<file path="src/rtl/cpu_axi_pkg.sv">
// Shared AXI read-side constants and refill FSM state type for the CPU
// memory subsystem.
package cpu_axi_pkg;

    localparam logic [1:0] AXI_BURST_INCR = 2'b01;
    localparam logic [2:0] AXI_SIZE_4B    = 3'b010;
    localparam logic [1:0] AXI_RESP_OKAY  = 2'b00;

    localparam int LINE_BITS = 128;

    typedef enum logic [1:0] {
        ST_IDLE,
        ST_AR,
        ST_R,
        ST_RET
    } refill_state_t;

endpackage

</file>
<file path="src/rtl/icache_axi_refill_if.sv">
// AXI4 read-only channel bundle (AR + R) between the refill bridge and memory.
interface icache_axi_refill_if #(
    parameter int ID_W = 4
);

    logic [ID_W-1:0] arid;
    logic [31:0]     araddr;
    logic [7:0]      arlen;
    logic [2:0]      arsize;
    logic [1:0]      arburst;
    logic            arvalid;
    logic            arready;

    logic [31:0]     rdata;
    logic [1:0]      rresp;
    logic            rlast;
    logic            rvalid;
    logic            rready;

    modport master (
        output arid, araddr, arlen, arsize, arburst, arvalid,
        input  arready,
        input  rdata, rresp, rlast, rvalid,
        output rready
    );

    modport slave (
        input  arid, araddr, arlen, arsize, arburst, arvalid,
        output arready,
        output rdata, rresp, rlast, rvalid,
        input  rready
    );

endinterface

</file>
<file path="src/rtl/icache_axi_refill.sv">
// Icache miss refill bridge: one line request becomes one 4-beat AXI INCR
// read burst, returned to the icache as a single-cycle 128-bit line pulse.
module icache_axi_refill
    import cpu_axi_pkg::*;
#(
    parameter int              ID_W       = 4,
    parameter logic [ID_W-1:0] AR_ID      = '0,
    parameter int              LINE_WORDS = 4
) (
    input  logic                    clk,
    input  logic                    resetn,

    input  logic                    rd_req,
    input  logic [31:0]             rd_addr,
    output logic                    rd_rdy,
    output logic                    ret_valid,
    output logic [32*LINE_WORDS-1:0] ret_data,
    output logic                    rd_err,

    icache_axi_refill_if.master     axi
);

    localparam int              CNT_W    = $clog2(LINE_WORDS);
    localparam logic [CNT_W-1:0] LAST_BEAT = CNT_W'(LINE_WORDS - 1);

    refill_state_t                  state;
    logic [27:0]                    addr_q;
    logic [CNT_W-1:0]               cnt;
    logic [LINE_WORDS-1:0][31:0]    line_q;
    logic [32*LINE_WORDS-1:0]       ret_data_q;
    logic                           ret_valid_q;
    logic                           arvalid_q;
    logic                           rready_q;
    logic                           rd_rdy_q;
    logic                           rd_err_q;

    // Line offset bits carry no meaning for a whole-line fetch.
    logic                           unused_offset;
    assign unused_offset = ^rd_addr[3:0];

    always_ff @(posedge clk or negedge resetn) begin
        if (!resetn) begin
            state       <= ST_IDLE;
            addr_q      <= '0;
            cnt         <= '0;
            line_q      <= '0;
            ret_data_q  <= '0;
            ret_valid_q <= 1'b0;
            arvalid_q   <= 1'b0;
            rready_q    <= 1'b0;
            rd_rdy_q    <= 1'b1;
            rd_err_q    <= 1'b0;
        end else begin
            ret_valid_q <= 1'b0;
            case (state)
                ST_IDLE: begin
                    if (rd_req) begin
                        addr_q    <= rd_addr[31:4];
                        cnt       <= '0;
                        rd_rdy_q  <= 1'b0;
                        arvalid_q <= 1'b1;
                        state     <= ST_AR;
                    end
                end
                ST_AR: begin
                    if (axi.arready) begin
                        arvalid_q <= 1'b0;
                        rready_q  <= 1'b1;
                        state     <= ST_R;
                    end
                end
                ST_R: begin
                    if (axi.rvalid) begin
                        line_q[cnt] <= axi.rdata;
                        cnt         <= cnt + 1'b1;
                        if (axi.rresp != AXI_RESP_OKAY)
                            rd_err_q <= 1'b1;
                        if (axi.rlast != (cnt == LAST_BEAT))
                            rd_err_q <= 1'b1;
                        // Beat count, not rlast, terminates the burst.
                        if (cnt == LAST_BEAT) begin
                            rready_q <= 1'b0;
                            state    <= ST_RET;
                        end
                    end
                end
                ST_RET: begin
                    ret_valid_q <= 1'b1;
                    ret_data_q  <= line_q;
                    rd_rdy_q    <= 1'b1;
                    state       <= ST_IDLE;
                end
                default: state <= ST_IDLE;
            endcase
        end
    end

    assign rd_rdy      = rd_rdy_q;
    assign ret_valid   = ret_valid_q;
    assign ret_data    = ret_data_q;
    assign rd_err      = rd_err_q;

    assign axi.arid    = AR_ID;
    assign axi.araddr  = {addr_q, 4'b0000};
    assign axi.arlen   = 8'(LINE_WORDS - 1);
    assign axi.arsize  = AXI_SIZE_4B;
    assign axi.arburst = AXI_BURST_INCR;
    assign axi.arvalid = arvalid_q;
    assign axi.rready  = rready_q;

endmodule
</file>
<file path="src/flat_wrapper.sv">
// flat-port wrapper written by rule: the top's interface ports become plain ports
module icache_axi_refill_flat import cpu_axi_pkg::*;
#(
    parameter int              ID_W       = 4,
    parameter logic [ID_W-1:0] AR_ID      = '0,
    parameter int              LINE_WORDS = 4
)
  (clk, resetn, rd_req, rd_addr, rd_rdy, ret_valid, ret_data, rd_err, axi_arid, axi_araddr, axi_arlen, axi_arsize, axi_arburst, axi_arvalid, axi_arready, axi_rdata, axi_rresp, axi_rlast, axi_rvalid, axi_rready);
  icache_axi_refill_if #(.ID_W(ID_W)) axi_i ();
  input  logic clk;
  input  logic resetn;
  input  logic rd_req;
  input  logic [31:0] rd_addr;
  output logic rd_rdy;
  output logic ret_valid;
  output logic [32*LINE_WORDS-1:0] ret_data;
  output logic rd_err;
  output wire logic [$bits(axi_i.arid)-1:0] axi_arid;
  output wire logic [$bits(axi_i.araddr)-1:0] axi_araddr;
  output wire logic [$bits(axi_i.arlen)-1:0] axi_arlen;
  output wire logic [$bits(axi_i.arsize)-1:0] axi_arsize;
  output wire logic [$bits(axi_i.arburst)-1:0] axi_arburst;
  output wire logic [$bits(axi_i.arvalid)-1:0] axi_arvalid;
  input wire logic [$bits(axi_i.arready)-1:0] axi_arready;
  input wire logic [$bits(axi_i.rdata)-1:0] axi_rdata;
  input wire logic [$bits(axi_i.rresp)-1:0] axi_rresp;
  input wire logic [$bits(axi_i.rlast)-1:0] axi_rlast;
  input wire logic [$bits(axi_i.rvalid)-1:0] axi_rvalid;
  output wire logic [$bits(axi_i.rready)-1:0] axi_rready;
  assign axi_arid = axi_i.arid;
  assign axi_araddr = axi_i.araddr;
  assign axi_arlen = axi_i.arlen;
  assign axi_arsize = axi_i.arsize;
  assign axi_arburst = axi_i.arburst;
  assign axi_arvalid = axi_i.arvalid;
  assign axi_i.arready = axi_arready;
  assign axi_i.rdata = axi_rdata;
  assign axi_i.rresp = axi_rresp;
  assign axi_i.rlast = axi_rlast;
  assign axi_i.rvalid = axi_rvalid;
  assign axi_rready = axi_i.rready;
  icache_axi_refill #(.ID_W(ID_W), .AR_ID(AR_ID), .LINE_WORDS(LINE_WORDS)) u_core (.clk(clk), .resetn(resetn), .rd_req(rd_req), .rd_addr(rd_addr), .rd_rdy(rd_rdy), .ret_valid(ret_valid), .ret_data(ret_data), .rd_err(rd_err), .axi(axi_i));
endmodule
</file>
<file path="config.mk">
export PLATFORM = sky130hd
export DESIGN_NAME = icache_axi_refill_flat
export DESIGN_NICKNAME = d
export VERILOG_FILES = /design/src/rtl/cpu_axi_pkg.sv /design/src/rtl/icache_axi_refill_if.sv /design/src/rtl/icache_axi_refill.sv /design/src/flat_wrapper.sv
export SDC_FILE = /design/constraint.sdc
export NUM_CORES = 1
export LEC_CHECK = 0
export BUFFER_PORTS_ARGS = -buffer_cell sky130_fd_sc_hd__buf_2
export CORE_MARGIN = 2
export CORE_UTILIZATION = 54
export DETAILED_ROUTE_END_ITERATION = 6
export PLACE_DENSITY = 0.79
export SLEW_MARGIN = 40
export SYNTH_ARGS = -nofsm -noshare
export SYNTH_HDL_FRONTEND = slang
export SYNTH_SLANG_ARGS = --single-unit
</file>
<file path="constraint.sdc">
create_clock -name clk -period 1.9 [get_ports clk]
set_input_delay 0.285 -clock clk [delete_from_list [all_inputs] [get_ports clk]]
set_output_delay 0.285 -clock clk [all_outputs]
set_load 0.02 [all_outputs]
</file>
==> flow_summary_export.csv <==
group,metric,value,unit
run_status,status,"finished, final reports clean",
synthesis,seq_area_frac_synth,62.36,%
synthesis,ys_ff_latch,293,
clock_tree,clkTransAtPathRegs,0.06,ns
worst_setup_path,r2r_end,"u_core.line_q[127]$_DFFE_PN0P_",
sta,hold_slack,0.02774,ns
placement,place.gp.congestion,0.7525,
route,ant_nets,0,
sta,setup_violations,0,
synthesis,synth.area.top_cells,"dfrtp_1 (62%), mux2_2 (16%), mux2_4 (15%)",
synthesis,synth_area,0.01176,mm2
power,cellPowerDensity,1799,mW/mm2
sta,maxSlewViolCount,0,
sta,fin_skew,0.01119,ns
clock_tree,cts_root_buf,"clkbuf_16",
route,wl,24320,um
route,drc,0,
die,die_w,151.6,um
flow_run,drv_cap,0,
route,vias,6399,
worst_hold_path,whs_path_depth,3,
clock_tree,numCtsBuffers,29,
global_routing,grt_pass1_vias,6899,
synthesis,avgSynthCellArea,17.29,um2
worst_setup_path,path_max_fanout,13,
clock_tree,clock_sinks,293,
worst_setup_path,reg2reg_slack,0.08,ns
clock_tree,insertion_delay,0.53,ns
die,rows,53,
worst_setup_path,timing.rr.start,"u_core.state[1]$_DFFE_PN0P_",
route,drt-wirelength-per-cell,19.36,um
synthesis,synth_edf_count,0,
worst_hold_path,min-delay-start,"axi_rresp[0]",
worst_setup_path,required,2.31,ns
synthesis,synthFlopType,"dfrtp_1",
global_routing,antenna_found_initial,2,
finish,drive_gt1_share,60.92,%
die,die_y,151.6,um
route,firstDrtPassIters,4,
global_routing,grt-ovfl-total,0,
synthesis,ys_warn_count,0,
sta,finalCritPeriodShare,95.55,%
route,via_per_inst,5.095,
worst_setup_path,r2r_cells,5,
synthesis,yosysTopAreaCellShare,62.14,%
synthesis,synth.most_common_cell,"dfrtp_1",
worst_setup_path,crit_type,"reg -> reg",
global_routing,grt_pass1_wl,37870,um
finish,fin_nets,1040,
worst_hold_path,holdPathEnd,"u_core.rd_err$_DFFE_PN0P_",
route,drt-initial-drc-count,221,
global_routing,grt_max_degree,65,
die,die_area,0.02297,mm2
power,ir_drop,1.145,mV
global_routing,grt_use_total,21.12,%
clock_tree,cts_buffer_depth,3,
worst_hold_path,hp-class,"in -> reg",
synthesis,ys_types,33,
power,leakage,7.600,nW
finish,area_delta_synth_final,24.55,%
die,core,0.02122,mm2
placement,io_buffers,228,
die,start_util,55.41,%
worst_setup_path,endpoint_kind,"flip-flop",
placement,place_hpwl,15660,um
clock_tree,cts_tree,"yes",
synthesis,ys_async_sr_fraction,100.0,%
clock_tree,post_cts_buffers,0,
sta,rsz0062_at_grt,"no",
clock_tree,h-tree-depth,1,
worst_setup_path,arrival,2.23,ns
sta,fin_crit,1.815,ns
worst_setup_path,critPathLaunchType,"flip-flop",
sta,hold_viol_final,0,
synthesis,yosys.area.top_type,"dfrtp_1",
synthesis,synth_common_cells,"dfrtp_1 (292), mux2_2 (166), mux2_4 (119)",
sta,fmax,550.8,MHz
synthesis,synthCells,680,
die,ios,254,
power,power,26.35,mW
==> layout by cell type, fill, tap and decap left out, types with 2 or more instances in the layout <==
cell type,Yosys,layout
a21oi_1,2,2
a22o_1,2,2
buf_12,0,18
buf_2,14,227
buf_4,22,8
bufinv_16,0,3
clkbuf_1,1,2
clkbuf_16,0,29
clkbuf_8,0,9
clkinv_2,0,7
conb_1,2,21
dfrtp_1,292,292
dlygate4sd3_1,0,29
ha_1,8,7
inv_1,6,6
mux2_2,166,166
mux2_4,119,119
mux2i_1,3,3
nand2_1,3,3
nand2_4,4,4
nor2_1,2,2
nor2b_1,3,3
==> cell type report <==
cell class | instances | area [um2]
fill | 1413 | 6575
timing repair buffer | 283 | 1862
inverter | 6 | 22.52
multi-input combinational | 347 | 4091
sequential | 293 | 7333
tap | 275 | 344.1
clock inverter | 11 | 132.6
antenna | 1 | 2.502
clock buffer | 40 | 857.1
==> state kept, by name (all words and copies together) (netlist names) <==
name and count:
u_core.state 2, u_core.ret_valid 1, u_core.rd_rdy 1, u_core.cnt 2, u_core.addr_q 28, u_core.rd_err 1
u_core.ret_data 128, u_core.axi.arvalid 1, u_core.axi.rready 1, u_core.line_q 128
==> critical path, cell delays in order (launching register included) <==
cell and delay [ns]:
dfrtp_1 0.44, ha_1 0.21, and2_2 0.28, nand2_4 0.22
buf_12 0.21, mux2_2 0.34
==> kinds of logic (layout without fill, tap and decap cells) <==
| logic type | count (synthesis) | after routing | share of synthesized area [%] |
|---|---|---|---|
| buf+inv | 59 | 340 | 3.565 |
| flops | 293 | 293 | 62.36 |
| xor+xnor | 1 | 1 | 0.07450 |
| simple gates | 18 | 18 | 1.032 |
| fa+ha+maj | 8 | 8 | 0.8513 |
| other cells | 2 | 22 | 0.06387 |
| compound gates | 11 | 11 | 0.7024 |
| mux | 288 | 288 | 31.35 |
==> power by group <==
group | internal [mW] | switching, mW
registers | 9.04 | 1.51
logic | 5.17 | 4.79
clock network | 3.53 | 2.31
total | 17.7 | 8.61
==> worst max path at each step <==
stage	startpoint	end	slack, ns	cells past startpoint
after global routing	u_core.state[1]$_DFFE_PN0P_	u_core.state[1]$_DFFE_PN0P_	0.02	5
after CTS	u_core.state[1]$_DFFE_PN0P_	u_core.line_q[127]$_DFFE_PN0P_	0.08	5
final	u_core.state[1]$_DFFE_PN0P_	u_core.line_q[127]$_DFFE_PN0P_	0.08	5
after detailed placement	u_core.state[0]$_DFFE_PN0P_	u_core.line_q[115]$_DFFE_PN0P_	-0.03	6
after global placement	u_core.state[0]$_DFFE_PN0P_	u_core.line_q[111]$_DFFE_PN0P_	0.03	6
after floorplan	u_core.state[0]$_DFFE_PN0P_	u_core.line_q[100]$_DFFE_PN0P_	0.16	8
==> layer usage <==
metal | up-vias | wire length [um] | share of wire, % | GRT usage [%]
met2 | 162 | 12200 | 50 | 35.52
met5 | - | 0 | 0 | 0
met4 | 0 | 485 | 2.0 | 5.370
met3 | 39 | 1199 | 4.9 | 4.281
li1 | 2893 | - | - | -
met1 | 3305 | 10440 | 43 | 28.42
==> timing repair <==
item | 4_1_cts | 5_1_grt
hold buffers | 29 | 0
hold endpoints to repair | 69 | 0
endpoints found under the setup margin | 32 | 0
gates resized for setup | 1 | 0
==> through the flow <==
stage | setup TNS, ns | instance area, um2 | setup WS [ns] | instances | utilization, %
global route | 0 | 14640 | 0.01823 | 1255 | 69.00
floorplan | 0 | 11830 | 0.1579 | 699 | -
CTS | 0 | 14640 | 0.08322 | 1255 | 69.00
finish | 0 | 14650 | 0.08451 | 1256 | 69.02
global placement | 0 | 13360 | 0.02591 | 1175 | 62.97
detailed placement | -0.4830 | 13360 | -0.02779 | 1175 | 62.97
(Power assumes the default switching activity.)
